[config.mk]
export PLATFORM = sky130hd
export DESIGN_NAME = axi_lite_join_pipe
export DESIGN_NICKNAME = d
export VERILOG_FILES = /design/src/rtl/axi_lite_join_pipe.sv
export SDC_FILE = /design/constraint.sdc
export NUM_CORES = 1
export LEC_CHECK = 0
export CORE_UTILIZATION = 51
export DETAILED_ROUTE_END_ITERATION = 8
export PLACE_DENSITY = 0.81
export SYNTH_ARGS = -nofsm -noshare
export SYNTH_HDL_FRONTEND = slang
export SYNTH_SLANG_ARGS = --single-unit
export TNS_END_PERCENT = 1
[constraint.sdc]
create_clock -name clk_i -period 2.58 [get_ports clk_i]
set_input_delay 0.516 -clock clk_i [delete_from_list [all_inputs] [get_ports clk_i]]
set_output_delay 0.516 -clock clk_i [all_outputs]
set_load 0.02 [all_outputs]
[src/rtl/axi_lite_join_pipe.sv]
// AXI-Lite register slice: per-channel FIFOs plus outstanding-transaction limiting.
// Define AXI_LITE_JOIN_PIPE_STALL_MON_EN to add the stall_o monitor output.

package axi_lite_join_pipe_pkg;
    typedef struct packed {
        logic [31:0] addr;
        logic [2:0]  prot;
    } ax_chan_t;
    typedef struct packed {
        logic [31:0] data;
        logic [3:0]  strb;
    } w_chan_t;
    typedef struct packed {
        logic [1:0] resp;
    } b_chan_t;
    typedef struct packed {
        logic [31:0] data;
        logic [1:0]  resp;
    } r_chan_t;
    typedef struct packed {
        ax_chan_t aw;
        logic     aw_valid;
        w_chan_t  w;
        logic     w_valid;
        logic     b_ready;
        ax_chan_t ar;
        logic     ar_valid;
        logic     r_ready;
    } req_t;
    typedef struct packed {
        logic     aw_ready;
        logic     w_ready;
        b_chan_t  b;
        logic     b_valid;
        logic     ar_ready;
        r_chan_t  r;
        logic     r_valid;
    } resp_t;
endpackage

module axi_lite_join_pipe_fifo #(
    parameter int unsigned Depth = 2,
    parameter int unsigned Width = 8
) (
    input  logic             clk_i,
    input  logic             rst_ni,
    input  logic             in_valid,
    output logic             in_ready,
    input  logic [Width-1:0] in_data,
    output logic             out_valid,
    input  logic             out_ready,
    output logic [Width-1:0] out_data
);
    if (Depth == 0) begin : g_pass
        logic unused_clk_rst;
        assign unused_clk_rst = clk_i ^ rst_ni;
        assign out_valid      = in_valid;
        assign in_ready       = out_ready;
        assign out_data       = in_data;
    end else begin : g_fifo
        localparam int unsigned PtrW = (Depth > 1) ? $clog2(Depth) : 1;
        localparam int unsigned CntW = $clog2(Depth + 1);

        logic [Width-1:0] mem [Depth];
        logic [PtrW-1:0]  wr_ptr, rd_ptr;
        logic [CntW-1:0]  count;
        logic             push, pop;

        // Readies held low during reset; full blocks a push even if a pop happens this cycle.
        assign in_ready  = rst_ni && (count != CntW'(Depth));
        assign out_valid = (count != '0);
        assign out_data  = mem[rd_ptr];
        assign push      = in_valid && in_ready;
        assign pop       = out_valid && out_ready;

        always_ff @(posedge clk_i or negedge rst_ni) begin
            if (!rst_ni) begin
                for (int unsigned i = 0; i < Depth; i++) mem[i] <= '0;
                wr_ptr <= '0;
                rd_ptr <= '0;
                count  <= '0;
            end else begin
                if (push) begin
                    mem[wr_ptr] <= in_data;
                    wr_ptr      <= (wr_ptr == PtrW'(Depth - 1)) ? '0 : wr_ptr + 1'b1;
                end
                if (pop) rd_ptr <= (rd_ptr == PtrW'(Depth - 1)) ? '0 : rd_ptr + 1'b1;
                if (push && !pop)      count <= count + 1'b1;
                else if (pop && !push) count <= count - 1'b1;
            end
        end
    end
endmodule

module axi_lite_join_pipe #(
    parameter int unsigned AddrWidth = 32,
    parameter int unsigned DataWidth = 32,
    parameter int unsigned Depth     = 2,
    parameter int unsigned MaxTxns   = 8,
    parameter type req_t  = axi_lite_join_pipe_pkg::req_t,
    parameter type resp_t = axi_lite_join_pipe_pkg::resp_t,
    localparam int unsigned CntW = $clog2(MaxTxns + 1)
) (
    input  logic            clk_i,
    input  logic            rst_ni,
    input  req_t            slv_req_i,
    output resp_t           slv_resp_o,
    output req_t            mst_req_o,
    input  resp_t           mst_resp_i,
    output logic [CntW-1:0] w_outst_o,
    output logic [CntW-1:0] r_outst_o
`ifdef AXI_LITE_JOIN_PIPE_STALL_MON_EN
    ,
    output logic            stall_o
`endif
);
    localparam int unsigned AxW = AddrWidth + 3;
    localparam int unsigned WW  = DataWidth + DataWidth / 8;
    localparam int unsigned BW  = 2;
    localparam int unsigned RW  = DataWidth + 2;

    logic [AxW-1:0] aw_data, ar_data;
    logic [WW-1:0]  w_data;
    logic [BW-1:0]  b_data;
    logic [RW-1:0]  r_data;
    logic aw_fifo_ready, aw_out_valid, w_in_ready, w_out_valid;
    logic ar_fifo_ready, ar_out_valid;
    logic b_in_ready, b_out_valid, r_in_ready, r_out_valid;
    logic aw_room, ar_room, aw_hs, ar_hs, b_hs, r_hs;
    logic [CntW-1:0] w_cnt, r_cnt;

    // A returning response this cycle frees a slot, so the limit is lifted early.
    assign b_hs    = b_out_valid && slv_req_i.b_ready;
    assign r_hs    = r_out_valid && slv_req_i.r_ready;
    assign aw_room = (w_cnt != CntW'(MaxTxns)) || b_hs;
    assign ar_room = (r_cnt != CntW'(MaxTxns)) || r_hs;
    assign aw_hs   = slv_req_i.aw_valid && aw_fifo_ready && aw_room;
    assign ar_hs   = slv_req_i.ar_valid && ar_fifo_ready && ar_room;

    axi_lite_join_pipe_fifo #(.Depth(Depth), .Width(AxW)) i_aw (
        .clk_i(clk_i), .rst_ni(rst_ni),
        .in_valid(slv_req_i.aw_valid && aw_room), .in_ready(aw_fifo_ready), .in_data(slv_req_i.aw),
        .out_valid(aw_out_valid), .out_ready(mst_resp_i.aw_ready), .out_data(aw_data)
    );
    axi_lite_join_pipe_fifo #(.Depth(Depth), .Width(WW)) i_w (
        .clk_i(clk_i), .rst_ni(rst_ni),
        .in_valid(slv_req_i.w_valid), .in_ready(w_in_ready), .in_data(slv_req_i.w),
        .out_valid(w_out_valid), .out_ready(mst_resp_i.w_ready), .out_data(w_data)
    );
    axi_lite_join_pipe_fifo #(.Depth(Depth), .Width(AxW)) i_ar (
        .clk_i(clk_i), .rst_ni(rst_ni),
        .in_valid(slv_req_i.ar_valid && ar_room), .in_ready(ar_fifo_ready), .in_data(slv_req_i.ar),
        .out_valid(ar_out_valid), .out_ready(mst_resp_i.ar_ready), .out_data(ar_data)
    );
    axi_lite_join_pipe_fifo #(.Depth(Depth), .Width(BW)) i_b (
        .clk_i(clk_i), .rst_ni(rst_ni),
        .in_valid(mst_resp_i.b_valid), .in_ready(b_in_ready), .in_data(mst_resp_i.b),
        .out_valid(b_out_valid), .out_ready(slv_req_i.b_ready), .out_data(b_data)
    );
    axi_lite_join_pipe_fifo #(.Depth(Depth), .Width(RW)) i_r (
        .clk_i(clk_i), .rst_ni(rst_ni),
        .in_valid(mst_resp_i.r_valid), .in_ready(r_in_ready), .in_data(mst_resp_i.r),
        .out_valid(r_out_valid), .out_ready(slv_req_i.r_ready), .out_data(r_data)
    );

    always_comb begin
        mst_req_o          = '0;
        mst_req_o.aw       = aw_data;
        mst_req_o.aw_valid = aw_out_valid;
        mst_req_o.w        = w_data;
        mst_req_o.w_valid  = w_out_valid;
        mst_req_o.b_ready  = b_in_ready;
        mst_req_o.ar       = ar_data;
        mst_req_o.ar_valid = ar_out_valid;
        mst_req_o.r_ready  = r_in_ready;
    end

    always_comb begin
        slv_resp_o          = '0;
        slv_resp_o.aw_ready = aw_fifo_ready && aw_room;
        slv_resp_o.w_ready  = w_in_ready;
        slv_resp_o.b        = b_data;
        slv_resp_o.b_valid  = b_out_valid;
        slv_resp_o.ar_ready = ar_fifo_ready && ar_room;
        slv_resp_o.r        = r_data;
        slv_resp_o.r_valid  = r_out_valid;
    end

    always_ff @(posedge clk_i or negedge rst_ni) begin
        if (!rst_ni) begin
            w_cnt <= '0;
            r_cnt <= '0;
        end else begin
            if (aw_hs && !b_hs)                     w_cnt <= w_cnt + 1'b1;
            else if (b_hs && !aw_hs && w_cnt != '0) w_cnt <= w_cnt - 1'b1;
            if (ar_hs && !r_hs)                     r_cnt <= r_cnt + 1'b1;
            else if (r_hs && !ar_hs && r_cnt != '0) r_cnt <= r_cnt - 1'b1;
        end
    end

    assign w_outst_o = w_cnt;
    assign r_outst_o = r_cnt;

`ifdef AXI_LITE_JOIN_PIPE_STALL_MON_EN
    assign stall_o = rst_ni && ((slv_req_i.aw_valid && !slv_resp_o.aw_ready) ||
                                (slv_req_i.w_valid  && !slv_resp_o.w_ready)  ||
                                (slv_req_i.ar_valid && !slv_resp_o.ar_ready));
`endif

`ifndef SYNTHESIS
    a_b_no_underflow: assert property (@(posedge clk_i) disable iff (!rst_ni) b_hs |-> w_cnt != '0)
        else $error("B handshake with no outstanding write");
    a_r_no_underflow: assert property (@(posedge clk_i) disable iff (!rst_ni) r_hs |-> r_cnt != '0)
        else $error("R handshake with no outstanding read");
`endif
endmodule
==> flow_metrics.env <==
export IMPL_fin_area_mm2=0.0189
export IMPL_drtIter0Drc=400
export IMPL_ant_nets=0
export IMPL_cp_max_fo=5
export IMPL_avgRoutedWirePerCell_um=19.1
export IMPL_maxCapViolCount=0
export IMPL_ys_flop_type="dfrtp_1"
export IMPL_register_area_mm2=0.00781
export IMPL_reg2regPathDepth=7
export IMPL_ys_seq_elements=312
export IMPL_die_area_mm2=0.0283
export IMPL_grt_start_max_net_pins=65
export IMPL_grtUsageMet2=0.371
export IMPL_path_class="flop to primary output"
export IMPL_syn_num_nets=1113
export IMPL_cp_end_kind="primary output"
export IMPL_use_met3=0.0759
export IMPL_netlist_instances=948
export IMPL_dpl_cell_area_mm2=0.0178
export IMPL_timing_hold_ws_ns=0.0406
export IMPL_remaining_drc_errors=0
export IMPL_path_clk_slew_ns=0.06
export IMPL_ir_worst_vdd_v=0.000856
export IMPL_hold_violations=0
export IMPL_die_y_um=168
export IMPL_synth_cell_types=57
export IMPL_vias=8922
export IMPL_max_slew_margin_rel=0.323
export IMPL_layout_setup_ws_ns=0.0416
export IMPL_cts_buffers=34
export IMPL_layout_drive_gt1_share=0.391
export IMPL_start_kind="flop"
export IMPL_die_w_um=168
export IMPL_synth_async_sr_flop_share=1.00
export IMPL_diodes=0
export IMPL_cp_data_required_time_ns=2.06
export IMPL_worstMarginPinSlew_ns=1.01
export IMPL_fillers=1894
export IMPL_io_pin_count=314
export IMPL_grt_busiest_layer="met2"
export IMPL_syn_cell_area_mm2=0.0141
export IMPL_cts_max_level=2
export IMPL_row_count=60
export IMPL_rsz0062_at_grt="true"
export IMPL_power_density_mw_per_mm2=1400
export IMPL_max_freq_mhz=394
export IMPL_track_usage=0.225
export IMPL_syn_area_per_cell_um2=14.9
export IMPL_routed_wl_mm=31.5
export IMPL_fin_crit_sh=0.984
export IMPL_place_hpwl_mm=21.6
export IMPL_core_mm2=0.0270
export IMPL_dp_slack_ns=-0.171
export IMPL_power_uw=26400
export IMPL_place_gp_congestion=0.823
export IMPL_clk_insertion_delay_late_ns=0.50
export IMPL_status="completed"
export IMPL_min_path_type="input pin to async pin"
export IMPL_final_util=0.700
export IMPL_r2r_start="r_outst_o[1]$_DFFE_PN0P_"
export IMPL_skew_ns=0.0135
export IMPL_fin_crit_ns=2.54
export IMPL_grt_pass1_wl_mm=51.0
export IMPL_p_leak_uw=0.00851
export IMPL_multi_input_area_mm2=0.00592
export IMPL_cp_arrival_ns=2.02
export IMPL_finalSetupViolCount=0
export IMPL_post_cts_buffers=0
export IMPL_nets=1450
export IMPL_grt_pass1_vias=9629
export IMPL_yosysWarnings=0
export IMPL_cts_sinks=312
export IMPL_drt_first_pass_iters=4
export IMPL_routed_via_density=5.41
export IMPL_start_util=0.522
export IMPL_synth_edf_count=0
export IMPL_clockBufferDepth=3
export IMPL_met1_usage=0.279
export IMPL_finalMaxSlewViolations=0
export IMPL_io_buffer_count=313
export IMPL_tritoncts="done"
export IMPL_grt_ovfl_total=0
export IMPL_r2r_end="r_outst_o[3]$_DFFE_PN0P_"
export IMPL_r2r_setup_slack_ns=0.21
export IMPL_area_delta_synth_final_pct=34.1
export IMPL_antenna_found_initial=0
export IMPL_cts_root_buffer_cell="clkbuf_16"
export IMPL_yosysSeqAreaShare=0.553
## how the worst max path moves through the flow
| stage | from | endpoint | slack [ns] | cells past startpoint |
|---|---|---|---|---|
| after floorplan | r_outst_o[1]$_DFFE_PN0P_ | r_outst_o[3]$_DFFE_PN0P_ | 0.12 | 8 |
| after global placement | slv_req_i[1] | r_outst_o[3]$_DFFE_PN0P_ | -0.12 | 9 |
| after detailed placement | slv_req_i[1] | r_outst_o[3]$_DFFE_PN0P_ | -0.17 | 9 |
| after CTS | i_w.g_fifo.rd_ptr$_DFFE_PN0P_ | mst_req_o[45] | 0.003 | 3 |
| after global routing | r_outst_o[1]$_DFFE_PN0P_ | slv_resp_o[35] | -0.02 | 4 |
| final | r_outst_o[1]$_DFFE_PN0P_ | slv_resp_o[35] | 0.04 | 4 |
## cells by family after synthesis
| logic type | synth area share |
|---|---|
| muxes | 0.341 |
| buffers and inverters | 0.0282 |
| and+or+nand+nor | 0.0261 |
| AOI/OAI and AO/OA | 0.0226 |
| DFF | 0.553 |
| xor gates and xnor gates | 0.0186 |
| adders and majority gates | 0.0108 |
## per-stage QoR
stage          instances  setup TNS (ns)
2_1_floorplan        948               0
6_report            1649               0
3_5_place_dp        1588          -0.388
5_1_grt             1649         -0.0273
3_3_place_gp        1588          -0.183
4_1_cts             1649               0
## synth_stat cells (9+ instances only)
cell	count	area share
a21oi_1	11	0.0039
ha_1	9	0.0080
mux2_2	396	0.32
buf_2	13	0.0046
buf_4	9	0.0048
buf_6	10	0.0080
dfrtp_1	312	0.55
nand2_1	17	0.0045
nor2_1	10	0.0027
nor3_1	9	0.0032
mux2_1	30	0.024
clkbuf_1	19	0.0051
xnor2_1	17	0.011
xor2_1	13	0.0081
## flip-flops by register name, summed over array words and instances (netlist names), 4 cells and up
register / count
i_ar.g_fifo.mem: 70
i_aw.g_fifo.mem: 70
i_b.g_fifo.mem: 4
i_r.g_fifo.mem: 68
i_w.g_fifo.mem: 72
r_outst_o: 4
w_outst_o: 4
## layout by cell type (no fill, tap or decap), types with 14 or more instances in the layout
cell / n
xnor2_1: 17
dfrtp_1: 312
buf_4: 27
clkbuf_16: 37
dlygate4sd2_1: 118
nand2_1: 17
buf_12: 14
mux2_1: 30
dlymetal6s2s_1: 22
clkdlybuf4s50_1: 172
mux2_2: 396
## per-layer routing
metal  vias to the layer above  wire, µm
met5                         -         0
met4                         0       838
met3                        67      2720
met2                       287     15000
met1                      4500     13000
li1                       4068         -
## final cells by class
| class | instances | area share |
|---|---|---|
| clock buffers | 51 | 0.0565 |
| clock inverters | 8 | 0.00608 |
| inverters | 8 | 0.00172 |
| multi-input cells | 573 | 0.313 |
| flip-flops and latches | 312 | 0.413 |
| well taps | 341 | 0.0225 |
| repair buffers | 356 | 0.188 |
## critical path: stages, from the launching register on
cell and delay (ns):
dfrtp_1 0.38, or4b_4 0.60, nor2_4 0.16, nor2_1 0.05, dlygate4sd2_1 0.34
## power by group
group	switching (µW)	internal, µW
Combinational	6130	6570
Clock	1900	3150
Sequential	1260	7410
## timing repair
action                                  4_1_cts  5_1_grt
hold buffers                                  2        0
endpoints found under the setup margin      118       24
endpoints found under the hold margin         4        0
gates resized for setup                     119       23
Note: power is estimated with default switching activity, not from simulation.
